==> config.mk <==
export PLATFORM = sky130hd
export DESIGN_NAME = ir_tx_scheduler
export DESIGN_NICKNAME = d
export VERILOG_FILES = /design/src/rtl/ir_tx_scheduler.sv
export SDC_FILE = /design/constraint.sdc
export NUM_CORES = 1
export LEC_CHECK = 0
export BUFFER_PORTS_ARGS = -buffer_cell sky130_fd_sc_hd__buf_2
export CAP_MARGIN = 20
export CORE_AREA = 5 5 69 71
export CTS_CLUSTER_DIAMETER = 100
export DETAILED_ROUTE_END_ITERATION = 8
export DIE_AREA = 0 0 74 76
export PLACE_DENSITY = 0.71
export SKIP_LAST_GASP = 1
export SLEW_MARGIN = 20
export SYNTH_ARGS = -nofsm -noshare
export SYNTH_HDL_FRONTEND = slang
export SYNTH_SLANG_ARGS = --single-unit
==> constraint.sdc <==
create_clock -name CLK_50M -period 2.3 [get_ports CLK_50M]
set_input_delay 0 -clock CLK_50M [delete_from_list [all_inputs] [get_ports CLK_50M]]
set_output_delay 0 -clock CLK_50M [all_outputs]
set_load 0.05 [all_outputs]
==> src/rtl/ir_tx_scheduler.sv <==
// ir_tx_scheduler: round-robin arbiter that lets N_REQ requesters share one
// byte transmitter. One byte per frame; the winner's byte is latched, a
// one-cycle send_en strobe starts the transmitter, and the frame completes
// when tx_busy falls again. If tx_busy never rises within START_TIMEOUT
// cycles, the frame is abandoned with a tx_err pulse.
//
// Optional feature (compile-time macro IR_TX_GAP_EN):
//   defined   - after each completed frame, wait GAP_CYCLES idle cycles (GAP state)
//   undefined - return to IDLE as soon as tx_busy falls; GAP_CYCLES unused
//
// Ports:
//   CLK_50M   in   system clock, rising edge
//   reset     in   synchronous active-high reset
//   req       in   [N_REQ]   per-requester level request
//   din       in   [8*N_REQ] requester i byte on din[8i+7:8i]
//   tx_busy   in   busy flag from the byte transmitter
//   send_en   out  one-cycle start strobe to the transmitter
//   tx_data   out  [8] byte presented to the transmitter
//   ack       out  [N_REQ] one-hot pulse: requester byte captured
//   done      out  [N_REQ] one-hot pulse: requester frame completed
//   tx_err    out  one-cycle pulse: transmitter failed to start
//   grant_id  out  index of current/last granted requester
//   active    out  high in every state except IDLE
module ir_tx_scheduler #(
    parameter int unsigned N_REQ         = 4,
    parameter int unsigned GAP_CYCLES    = 1900,
    parameter int unsigned START_TIMEOUT = 8
) (
    input  logic                     CLK_50M,
    input  logic                     reset,
    input  logic [N_REQ-1:0]         req,
    input  logic [8*N_REQ-1:0]       din,
    input  logic                     tx_busy,
    output logic                     send_en,
    output logic [7:0]               tx_data,
    output logic [N_REQ-1:0]         ack,
    output logic [N_REQ-1:0]         done,
    output logic                     tx_err,
    output logic [$clog2(N_REQ)-1:0] grant_id,
    output logic                     active
);

    localparam int unsigned GW = $clog2(N_REQ);
    localparam int unsigned CW = 16;

    localparam logic [2:0] S_IDLE  = 3'd0;
    localparam logic [2:0] S_ISSUE = 3'd1;
    localparam logic [2:0] S_WAIT  = 3'd2;
    localparam logic [2:0] S_SEND  = 3'd3;
`ifdef IR_TX_GAP_EN
    localparam logic [2:0] S_GAP   = 3'd4;
`endif

    // Elaboration-time parameter range checks
    if (N_REQ < 2 || N_REQ > 8) begin : g_chk_n_req
        $error("ir_tx_scheduler: N_REQ must be in 2..8");
    end
    if (START_TIMEOUT < 1 || START_TIMEOUT > 65535) begin : g_chk_timeout
        $error("ir_tx_scheduler: START_TIMEOUT must be in 1..65535");
    end
    if (GAP_CYCLES > 65535) begin : g_chk_gap
        $error("ir_tx_scheduler: GAP_CYCLES must fit in 16 bits");
    end
`ifdef IR_TX_GAP_EN
    if (GAP_CYCLES < 1) begin : g_chk_gap_min
        $error("ir_tx_scheduler: GAP_CYCLES must be at least 1");
    end
`endif

    logic [2:0]       state, state_nxt;
    logic [CW-1:0]    cnt, cnt_nxt;
    logic [GW-1:0]    last_grant, last_nxt;
    logic [GW-1:0]    grant_nxt;
    logic [7:0]       tx_data_nxt;
    logic             send_en_nxt;
    logic [N_REQ-1:0] ack_nxt;
    logic [N_REQ-1:0] done_nxt;
    logic             tx_err_nxt;
    logic             win_found;
    logic [GW-1:0]    win_id;

    // Round-robin pick: first requester at or after last_grant+1 (mod N_REQ)
    always_comb begin : rr_pick
        logic [GW-1:0] cand;
        cand      = '0;
        win_found = 1'b0;
        win_id    = '0;
        for (int unsigned i = 0; i < N_REQ; i++) begin
            cand = GW'((32'(last_grant) + i + 32'd1) % N_REQ);
            if (!win_found && req[cand]) begin
                win_found = 1'b1;
                win_id    = cand;
            end
        end
    end

    // Next-state and next-output logic
    always_comb begin
        state_nxt   = state;
        cnt_nxt     = cnt;
        send_en_nxt = 1'b0;
        ack_nxt     = '0;
        done_nxt    = '0;
        tx_err_nxt  = 1'b0;
        tx_data_nxt = tx_data;
        grant_nxt   = grant_id;
        last_nxt    = last_grant;

        case (state)
            S_IDLE: begin
                if (win_found) begin
                    state_nxt   = S_ISSUE;
                    send_en_nxt = 1'b1;
                    ack_nxt     = N_REQ'(1) << win_id;
                    tx_data_nxt = din[32'(win_id)*8 +: 8];
                    grant_nxt   = win_id;
                end
            end
            S_ISSUE: begin
                state_nxt = S_WAIT;
            end
            S_WAIT: begin
                if (tx_busy) begin
                    state_nxt = S_SEND;
                end else if (cnt >= CW'(START_TIMEOUT - 1)) begin
                    // Transmitter never started: abandon frame, no gap
                    tx_err_nxt = 1'b1;
                    last_nxt   = grant_id;
                    state_nxt  = S_IDLE;
                end else if (cnt != '1) begin
                    cnt_nxt = cnt + CW'(1);
                end
            end
            S_SEND: begin
                if (!tx_busy) begin
                    done_nxt = N_REQ'(1) << grant_id;
                    last_nxt = grant_id;
`ifdef IR_TX_GAP_EN
                    state_nxt = S_GAP;
`else
                    state_nxt = S_IDLE;
`endif
                end
            end
`ifdef IR_TX_GAP_EN
            S_GAP: begin
                if (cnt >= CW'(GAP_CYCLES - 1)) begin
                    state_nxt = S_IDLE;
                end else if (cnt != '1) begin
                    cnt_nxt = cnt + CW'(1);
                end
            end
`endif
            default: begin
                state_nxt = S_IDLE;
            end
        endcase

        // Counter restarts from zero on every state entry
        if (state_nxt != state) begin
            cnt_nxt = '0;
        end
    end

    // State and output registers
    always_ff @(posedge CLK_50M) begin
        if (reset) begin
            state      <= S_IDLE;
            cnt        <= '0;
            last_grant <= GW'(N_REQ - 1);
            send_en    <= 1'b0;
            tx_data    <= '0;
            ack        <= '0;
            done       <= '0;
            tx_err     <= 1'b0;
            grant_id   <= '0;
            active     <= 1'b0;
        end else begin
            state      <= state_nxt;
            cnt        <= cnt_nxt;
            last_grant <= last_nxt;
            send_en    <= send_en_nxt;
            tx_data    <= tx_data_nxt;
            ack        <= ack_nxt;
            done       <= done_nxt;
            tx_err     <= tx_err_nxt;
            grant_id   <= grant_nxt;
            active     <= (state_nxt != S_IDLE);
        end
    end

endmodule

==> reports/qor.csv, run 1 <==
stage,metric,value,unit
synthesis,number of synthesized flops with an enable pin,0,
clock_tree,Clock Tree Buf Depth,2,
synthesis,cell taking the most area after synthesis,dfxtp_1,
synthesis,most common cell in the netlist,dfxtp_1,
synthesis,"Async S/R FF share, synth",0,
setup_path,most frequent CP cell,mux2i_1,
synthesis,synthesized flop and latch total,42,
route,DR iter-0 viols,89,
clock_tree,CTS tree,yes,
cells_and_area,FILL cells,382,
route,Vias,1588,
route,vias per inst,5.17,
place,dpl cells,294,
synthesis,Synth Cell Area,1750,um^2
synthesis,"Seq/Total Area, Yosys",0.480,
route,residual DRC count,0,
setup_path,"setup slack, reg-to-reg",480,ps
sta,worst rel slew slack,0.569,
clock_tree,post-cts repair resize count,0,
outcome,outcome,finished clean,
synthesis,Mapped Nets,230,
clock_tree,"Clk Latency, worst-skew pair",300,ps
cells_and_area,P&R area growth vs syn,27.4,%
cells_and_area,Layout Cells excl Fill,307,
setup_path,CP bufs+invs,1,
synthesis,synth unique cells,39,
synthesis,Syn Inst Count,190,
clock_tree,CTS sink cnt,42,
synthesis,most frequent cells after synthesis,"dfxtp_1 (42), nand2_1 (15), and2_1 (13), o21ai_0 (13)",
cells_and_area,share of layout cells above drive strength 1,0.294,
route,post-route ant nets,0,
power,Leak Pwr,1.03,nW
sta,setup_tns,0,ps
sta,RSZ-0062 raised after global routing,no,
min_path,Hold WC Path Type,input port to flop,
setup_path,"Largest stage delay, worst path",550,ps
setup_path,critical path's top delay family,compound AO/OA/AOI/OAI gates,
floorplan,Die X,74,um
clock_tree,"Reg clk slew, reported paths",80,ps
sta,Final Max Tran Viols,0,
grt,Total Routing Usage GR,0.161,
power,Max VDD drop,374,uV
sta,Max Fclk,551,MHz
sta,hold_ws,4.35,ps
run,Max-Cap Viols,0,
place,final weighted congestion in routability-driven placement,0.749,
synthesis,Synth area leaders,"dfxtp_1 (48%), mux2i_1 (5.7%), and2_1 (4.6%), a211o_1 (4.5%), o211ai_1 (4.3%)",
sta,"Hold Vio Cnt, Final",0,
grt,total gr overflow,0,
floorplan,core area,4170,um^2
synthesis,Yosys top cell area share,0.480,
cells_and_area,"Net count, final",294,
setup_path,crit-path max FO,11,
place,HPWL Detailed,2990,um
route,Avg WL per Cell,13.0,um
grt,global-route wire length before repair,7080,um
place,area post-placement,2090,um^2
floorplan,die area,5620,um^2
setup_path,CP endpoint kind,flop,
grt,initial antenna violation count,0,
floorplan,row cnt,24,
power,pwr/cell area,664,nW/um^2
place,PortBufs,59,
sta,Final period util,0.790,
sta,final setup vio count,0,
sta,Final Skew,8.09,ps
route,DRT Pass-1 Iters,4,
sta,Worst-Margin Slew,646,ps
floorplan,Starting Density,0.420,
synthesis,Main synth FF type,dfxtp_1,
setup_path,CP Data Arrival Time,1990,ps
setup_path,slowest CP cell,o2bb2ai_1,
setup_path,CP Class,flop to flop,
floorplan,IO Pins,60,
synthesis,syn avg cell area,9.22,um^2
synthesis,Synthesis Warnings,0,
cells_and_area,fin area,2230,um^2
setup_path,worst path cell trace,mux2i_1 -> o2bb2ai_1 -> nor2_1 -> buf_4 -> mux2i_1 -> o211ai_1,
clock_tree,cts bufs inserted,5,
power,total chip power,1.48,mW
clock_tree,H-tree depth,2,
setup_path,Startpoint Class,flop,
setup_path,"Req. time, crit path",2480,ps
clock_tree,Root Driver,clkbuf_8,
sta,Tmin final,1820,ps
floorplan,die height,76,um
cells_and_area,diode count,0,
clock_tree,cts hold-fix bufs,5,
grt,vias in the first global route,1603,
grt,largest net degree at the start of global routing,17,
route,drt total wl,3980,um
clock_tree,postcts setup bufs,0,
==> tightest hold or removal path, cell delays in order <==
cell and delay, ps:
buf_2 70, mux2i_1 50, o211ai_1 140
==> cells in the final DEF, fill, tap and decap left out, drive strengths merged, types with 2 or more instances in the layout <==
cell type / synthesis / routed
a21oi: 3 / 3
o21ai: 13 / 13
inv: 8 / 8
buf: 4 / 63
o211ai: 10 / 10
nor2b: 4 / 4
clkbuf: 7 / 5
nor2: 9 / 9
a211o: 9 / 9
clkinv: 0 / 2
a211oi: 2 / 2
nor4: 5 / 5
and2: 13 / 13
mux2i: 10 / 10
dfxtp: 42 / 42
nand2: 15 / 15
dlygate4sd3: 0 / 5
nor3: 7 / 7
nand3: 10 / 10
==> flip-flops by register name (all words and copies together) (netlist names) <==
signal	count
cnt	16
tx_data	8
ack	4
done	4
state	3
grant_id	2
last_grant	2
active	1
send_en	1
tx_err	1
==> final timing paths <==
check	start	endpoint	cells past startpoint
setup / recovery	last_grant[1]	tx_data[4]	6
hold / removal	din[26]	tx_data[2]	3
setup reg to reg	last_grant[1]	tx_data[4]	6
hold reg to reg	cnt[14]	cnt[14]	1
==> metrics by stage <==
stage / setup WS, ps / utilization
after floorplan: 611 / -
after global placement: 562 / 0.501
after detailed placement: 472 / 0.501
after CTS: 459 / 0.534
after global routing: 205 / 0.534
final: 484 / 0.534
==> area by class of cell <==
class | instances | area (um^2) | share of cell area
multi-input cells | 129 | 830 | 0.372
inverters | 8 | 30.0 | 0.0135
repair buffers | 68 | 375 | 0.168
flip-flops and latches | 42 | 841 | 0.377
clock inverters | 3 | 21.3 | 0.00953
clock buffers | 5 | 68.8 | 0.0308
well taps | 52 | 65.1 | 0.0292
==> cell families (layout without fill, tap and decap cells) <==
family	Yosys count	in the layout	share of synthesized area
and+or+nand+nor	69	69	0.202
AOI/OAI and AO/OA	47	47	0.200
DFF	42	42	0.480
buffers and inverters	19	84	0.0464
muxes	10	10	0.0571
adders and majority gates	1	1	0.00714
other	1	1	0.00214
xor gates and xnor gates	1	1	0.00500
==> power by group <==
| part | total, mW | leakage [nW] | switching [mW] | internal (mW) |
|---|---|---|---|---|
| Combinational | 0.241 | 0.640 | 0.154 | 0.0870 |
| Clock | 0.479 | 0.0441 | 0.266 | 0.213 |
| Sequential | 0.762 | 0.341 | 0.0129 | 0.749 |
| Total | 1.48 | 1.03 | 0.433 | 1.05 |
==> routing by layer <==
layer	up-vias	GRT usage	share of wire
li1	805	-	-
met2	71	0.246	0.45
met5	-	0	0
met1	705	0.194	0.43
met4	0	0.0670	0.018
met3	7	0.0673	0.096
Power figures use the tool's default switching activity.
==> run 2, diff against run 1 <==
Settings changed: CORE_AREA 5 5 69 71 to 5 5 70 72, DIE_AREA 0 0 74 76 to 0 0 75 77, PLACE_DENSITY 0.71 to 0.72.
Clock period 2.3 ns to 1.67 ns, I/O delays scaled along.
==> run 2 against run 1 <==
- design area is 4.9% higher
- global-route usage is 0.40 points lower
- clock-buffer cell count is 2 higher
- flip-flop and latch count stayed put
- maximum frequency is 16% higher
- clock skew is 3.9 ps lower
- largest power group unchanged
==> reports/qor.csv, run 2 (synthesis gave the netlist of run 1 again) <==
stage,metric,value,unit,change
grt,Total Routing Usage GR,0.157,,-0.00397
cells_and_area,post-layout util,0.553,,+0.0184
clock_tree,cts bufs inserted,5,,unchanged
cells_and_area,"Net count, final",302,,+2.7%
sta,Max Fclk,638,MHz,+16%
place,area post-placement,2170,um^2,+3.9%
clock_tree,"Reg clk slew, reported paths",80,ps,about the same
power,pwr/cell area,895,nW/um^2,+35%
setup_path,launching point of the worst reg2reg path,cnt[0],,
place,PortBufs,59,,unchanged
grt,largest net degree at the start of global routing,17,,unchanged
setup_path,"Largest stage delay, worst path",340,ps,-210 ps
clock_tree,CTS sink cnt,42,,unchanged
clock_tree,Root Driver,clkbuf_8,,
floorplan,core area,4230,um^2,+1.4%
sta,Final Skew,4.22,ps,-3.87 ps
route,vias per inst,5.08,,-1.9%
cells_and_area,share of layout cells above drive strength 1,0.346,,+0.0519
cells_and_area,diode count,0,,unchanged
sta,Final period util,0.938,,+0.148
sta,final setup vio count,0,,unchanged
sta,"Hold Vio Cnt, Final",0,,unchanged
setup_path,worst path cell trace,ha_1 -> a21oi_1 -> and4_1 -> and3_2 -> mux2i_1 -> nor2b_1,,
clock_tree,"Clk Latency, worst-skew pair",290,ps,about the same
power,Leak Pwr,1.07,nW,+4.5%
floorplan,die area,5780,um^2,+2.7%
cells_and_area,FILL cells,370,,-3.1%
power,total chip power,2.09,mW,+41%
min_path,hold depth,3,,unchanged
clock_tree,H-tree depth,2,,unchanged
setup_path,crit-path max FO,4,,-7
floorplan,IO Pins,60,,unchanged
setup_path,CP Data Arrival Time,1760,ps,-230 ps
cells_and_area,Largest regs,"cnt x16, tx_data x8",,
clock_tree,CTS tree,yes,,
route,Vias,1599,,+0.69%
power,Max VDD drop,454,uV,+21%
place,pre-CTS worst setup slack,19.4,ps,-453 ps
setup_path,worst reg-to-reg path cell count,6,,unchanged
floorplan,row cnt,24,,unchanged
setup_path,r2r endpoint,cnt[1],,
setup_path,"setup slack, reg-to-reg",100,ps,-380 ps
cells_and_area,fin area,2340,um^2,+4.9%
cells_and_area,P&R area growth vs syn,33.6,%,
clock_tree,Clock Tree Buf Depth,2,,unchanged
run,Max-Cap Viols,0,,unchanged
floorplan,Die X,75,um,+1.4%
route,DRT Pass-1 Iters,4,,unchanged
setup_path,CP Class,flop to flop,,
route,Avg WL per Cell,13.3,um,+2.6%
setup_path,Startpoint Class,flop,,
min_path,Hold WC Path Type,input port to flop,,
grt,total gr overflow,0,,unchanged
cells_and_area,Largest register FFs,16,,unchanged
floorplan,die height,77,um,+1.3%
clock_tree,postcts setup bufs,0,,unchanged
route,residual DRC count,0,,unchanged
grt,vias in the first global route,1644,,+2.6%
grt,initial antenna violation count,0,,unchanged
setup_path,"Req. time, crit path",1860,ps,-620 ps
cells_and_area,"Most flops, register",cnt,,
place,HPWL Detailed,3140,um,+5.2%
place,final weighted congestion in routability-driven placement,0.749,,about the same
sta,setup ws final,104,ps,-380 ps
sta,Tmin final,1570,ps,-250 ps
floorplan,Starting Density,0.414,,-0.00595
setup_path,CP endpoint kind,flop,,
setup_path,slowest CP cell,dfxtp_1,,
cells_and_area,highest-count cells in the layout ignoring fill and taps,"buf_2 (59), dfxtp_1 (41), nand2_1 (14)",,
route,drt total wl,4190,um,+5.2%
sta,Final Max Tran Viols,0,,unchanged
sta,RSZ-0062 raised after global routing,no,,
cells_and_area,"commonest non-fill, non-tap cell in the layout",buf_2,,
outcome,outcome,finished clean,,
min_path,Hold Crit Start,din[23],,
grt,global-route wire length before repair,7180,um,+1.5%
route,DR iter-0 viols,74,,-17%
sta,setup_tns,0,ps,unchanged
route,post-route ant nets,0,,unchanged
min_path,Worst Hold End,tx_data[7],,
-- run 2: metal layers --
layer	global-route usage	share of wire	vias up
met5	0	0	-
met4	0.0480	0.015	0
met3	0.0641	0.10	7
met2	0.238	0.44	71
met1	0.200	0.44	698
li1	-	-	823
-- run 2: repair_timing --
action / 4_1_cts / 5_1_grt
setup endpoints to repair: 0 / 25
hold buffers: 3 / 0
gates resized for setup: 0 / 11
hold endpoints to repair: 3 / 0
-- run 2: layout make-up --
type,instances,area (um^2),share of cell area
repair buffers,76,434,0.185
inverters,8,30.0,0.0128
multi-input cells,129,872,0.373
clock buffers,7,86.3,0.0369
clock inverters,1,8.76,0.00374
flip-flops and latches,42,845,0.361
well taps,52,65.1,0.0278
-- run 2: how the worst max path moves through the flow --
| stage | from | to | slack [ps] |
|---|---|---|---|
| after floorplan | last_grant[1] | tx_data[0] | 30 |
| after global placement | last_grant[1] | tx_data[6] | 50 |
| after detailed placement | req[3] | tx_data[3] | 20 |
| after CTS | last_grant[1] | tx_data[3] | 20 |
| after global routing | last_grant[0] | tx_data[3] | 2 |
| final | cnt[0] | cnt[1] | 100 |
-- run 2: per-stage QoR --
stage          instances  hold WS, ps
6_report             315         11.0
5_1_grt              315         20.0
4_1_cts              315         7.17
3_5_place_dp         304          298
3_3_place_gp         304          302
2_1_floorplan        190          136
-- run 2: critical path, delay by kind of cell (launching register included) --
kind | cells | cell delay (ps)
DFF | 1 | 340
AOI/OAI and AO/OA | 1 | 190
adders and majority gates | 1 | 220
muxes | 1 | 190
and+or+nand+nor | 3 | 530
-- run 2: where the power goes --
group | switching [mW] | internal (mW) | leakage, nW
clock | 0.345 | 0.342 | 0.0489
sequential | 0.0173 | 1.03 | 0.341
combinational | 0.223 | 0.138 | 0.682
==> run 3, diff against run 2 <==
Settings changed: CORE_AREA 5 5 70 72 to 5 5 73 75, DIE_AREA 0 0 75 77 to 0 0 78 80, PLACE_DENSITY 0.72 to 0.66.
==> run 3 against run 2 <==
- hold slack worse by 1.8 ps
- clock power down 3%
- clock-buffer cell count unchanged
- combinational power down 1%
- final cell count up 0.63%
- largest cell class unchanged
- largest power group unchanged
==> reports/qor.csv, run 3 (synthesis gave the netlist of run 1 again) <==
stage,metric,value,unit,change
outcome,outcome,finished clean,,
route,DR iter-0 viols,116,,+57%
setup_path,"setup slack, reg-to-reg",70,ps,-40 ps
floorplan,IO Pins,60,,unchanged
cells_and_area,highest-count cells in the layout ignoring fill and taps,"buf_2 (59), dfxtp_1 (41), nand2_1 (15), buf_4 (15), and2_1 (13)",,
clock_tree,"Clk Latency, worst-skew pair",290,ps,about the same
power,total chip power,2.07,mW,-0.92%
grt,Total Routing Usage GR,0.145,,-0.0119
cells_and_area,FILL cells,445,,+20%
route,vias per inst,5.17,,+1.9%
power,pwr/cell area,889,nW/um^2,-0.66%
place,dpl cells,307,,+0.99%
power,Reg power frac,0.505,,+0.005
clock_tree,Clock Tree Buf Depth,2,,unchanged
clock_tree,CTS tree,yes,,
place,HPWL Detailed,3190,um,+1.6%
cells_and_area,footprint of the multi-input gates,886,um^2,+1.6%
setup_path,Startpoint Class,flop,,
cells_and_area,Largest regs,"cnt x16, tx_data x8",,
grt,largest net degree at the start of global routing,17,,unchanged
setup_path,"Largest stage delay, worst path",340,ps,about the same
sta,Max Fclk,623,MHz,-2.4%
cells_and_area,"Net count, final",302,,unchanged
power,NetSw,0.577,mW,-1.4%
cells_and_area,Largest register FFs,16,,unchanged
route,drt total wl,4550,um,+8.7%
floorplan,die height,80,um,+3.9%
setup_path,critical path's top delay family,simple AND/OR/NAND/NOR gates,,
place,final weighted congestion in routability-driven placement,0.793,,+5.8%
cells_and_area,post-layout util,0.508,,-0.0451
route,post-route ant nets,0,,unchanged
floorplan,die area,6240,um^2,+8.1%
grt,global-route wire length before repair,7240,um,+0.78%
sta,Tmin final,1600,ps,+38.3 ps
clock_tree,Root Driver,clkbuf_8,,
place,PortBufs,59,,unchanged
setup_path,slowest CP cell,dfxtp_1,,
grt,initial antenna violation count,0,,unchanged
floorplan,Starting Density,0.381,,-0.0328
setup_path,CP bufs+invs,0,,unchanged
power,combinational power share,0.172,,about the same
route,Avg WL per Cell,14.4,um,+8.1%
cells_and_area,diode count,0,,unchanged
clock_tree,cts bufs inserted,5,,unchanged
setup_path,CP Data Arrival Time,1840,ps,+80 ps
cells_and_area,Layout Cells excl Fill,317,,+0.63%
cells_and_area,"Most flops, register",cnt,,
sta,Final Max Tran Viols,0,,unchanged
power,part of the power in the clock network,0.323,,-0.005
sta,Final Skew,6.08,ps,+1.86 ps
grt,vias in the first global route,1644,,unchanged
setup_path,worst path cell trace,ha_1 -> a21oi_2 -> nand4_1 -> nor2_2 -> o221a_2 -> and2_1,,
sta,Final period util,0.961,,+0.0230
power,Max VDD drop,312,uV,-31%
sta,"Hold Vio Cnt, Final",0,,unchanged
power,Net Sw Frac,0.278,,-0.00138
floorplan,Die X,78,um,+4.0%
route,DRT Pass-1 Iters,4,,unchanged
route,Vias,1639,,+2.5%
cells_and_area,"commonest non-fill, non-tap cell in the layout",buf_2,,
grt,met1 GRT Util,0.181,,-0.0189
setup_path,CP endpoint kind,flop,,
sta,final setup vio count,0,,unchanged
power,Leak Pwr,1.07,nW,+0.15%
power,internal power component,1.50,mW,-0.73%
grt,total gr overflow,0,,unchanged
clock_tree,"Reg clk slew, reported paths",80,ps,about the same
route,residual DRC count,0,,unchanged
setup_path,crit-path max FO,8,,+4
setup_path,CP Class,flop to flop,,
floorplan,row cnt,25,,+4.2%
min_path,Hold WC Path Type,input port to flop,,
grt,met3 Resource Use GR,0.0485,,-0.0155
floorplan,core area,4600,um^2,+8.6%
grt,GR peak layer,met2,,
clock_tree,postcts setup bufs,0,,unchanged
clock_tree,H-tree depth,2,,unchanged
cells_and_area,flip-flop and latch area,842,um^2,-0.30%
clock_tree,CTS sink cnt,42,,unchanged
cells_and_area,P&R area growth vs syn,33.3,%,
grt,GR Util met2,0.225,,-0.0124
setup_path,"Req. time, crit path",1910,ps,+50 ps
cells_and_area,share of layout cells above drive strength 1,0.361,,+0.0152
run,Max-Cap Viols,0,,unchanged
==> run 3: changes by cell type in the layout (fill, tap and decap cells not counted), sizes merged <==
cell / before / now
o221a: 1 / 2
inv: 9 / 8
dlygate4sd3: 3 / 1
buf: 73 / 74
clkinv: 0 / 1
==> run 3: worst min-delay path, stage by stage <==
cell,delay (ps)
buf_2,80
mux2i_1,50
o211ai_1,140
==> run 3: through the flow <==
step                hold slack (ps)  cell area [um^2]  worst slack, ps  setup TNS, ps
finish                         9.20              2330             65.3              0
global route                   25.2              2330            -11.8          -51.6
CTS                           0.980              2290             7.47              0
detailed placement              299              2180             31.8              0
global placement                294              2180             65.0              0
floorplan                       136              1760             28.7              0
==> run 3: timing repair <==
item                                    in CTS  in global routing
gates resized for setup                      2                  8
hold buffers                                 1                  0
hold endpoints to repair                     2                  0
cloned                                       0                  1
endpoints found under the setup margin       3                 18
pin swaps                                    0                  2
==> run 3: power by group through the flow <==
stage | Clock [mW] | Combinational, mW | Sequential (mW)
after detailed placement | 0 | 0.351 | 1.07
after global routing | 0.740 | 0.388 | 1.05
final | 0.669 | 0.357 | 1.05
after floorplan | 0 | 0.130 | 1.16
after global placement | 0 | 0.348 | 1.07
after CTS | 0.693 | 0.353 | 1.05
==> run 3: final cells by class <==
cell class	instances	share of cell area
Clock buffer	7	0.0370
Clock inverter	1	0.00214
Inverter	8	0.0129
Multi-Input combinational cell	130	0.379
Sequential cell	42	0.361
Tap cell	54	0.0289
Timing Repair Buffer	75	0.179
==> run 3: final timing paths <==
kind / startpoint / end / cells past startpoint
max: cnt[0] / cnt[8] / 6
min: din[28] / tx_data[4] / 3
max reg2reg: cnt[0] / cnt[8] / 6
min reg2reg: tx_data[6] / tx_data[6] / 2
==> run 3: metal layers <==
metal	vias to the layer above	wire [um]
li1	827	-
met1	735	2020
met2	72	2110
met3	5	372
met4	0	55
met5	-	0
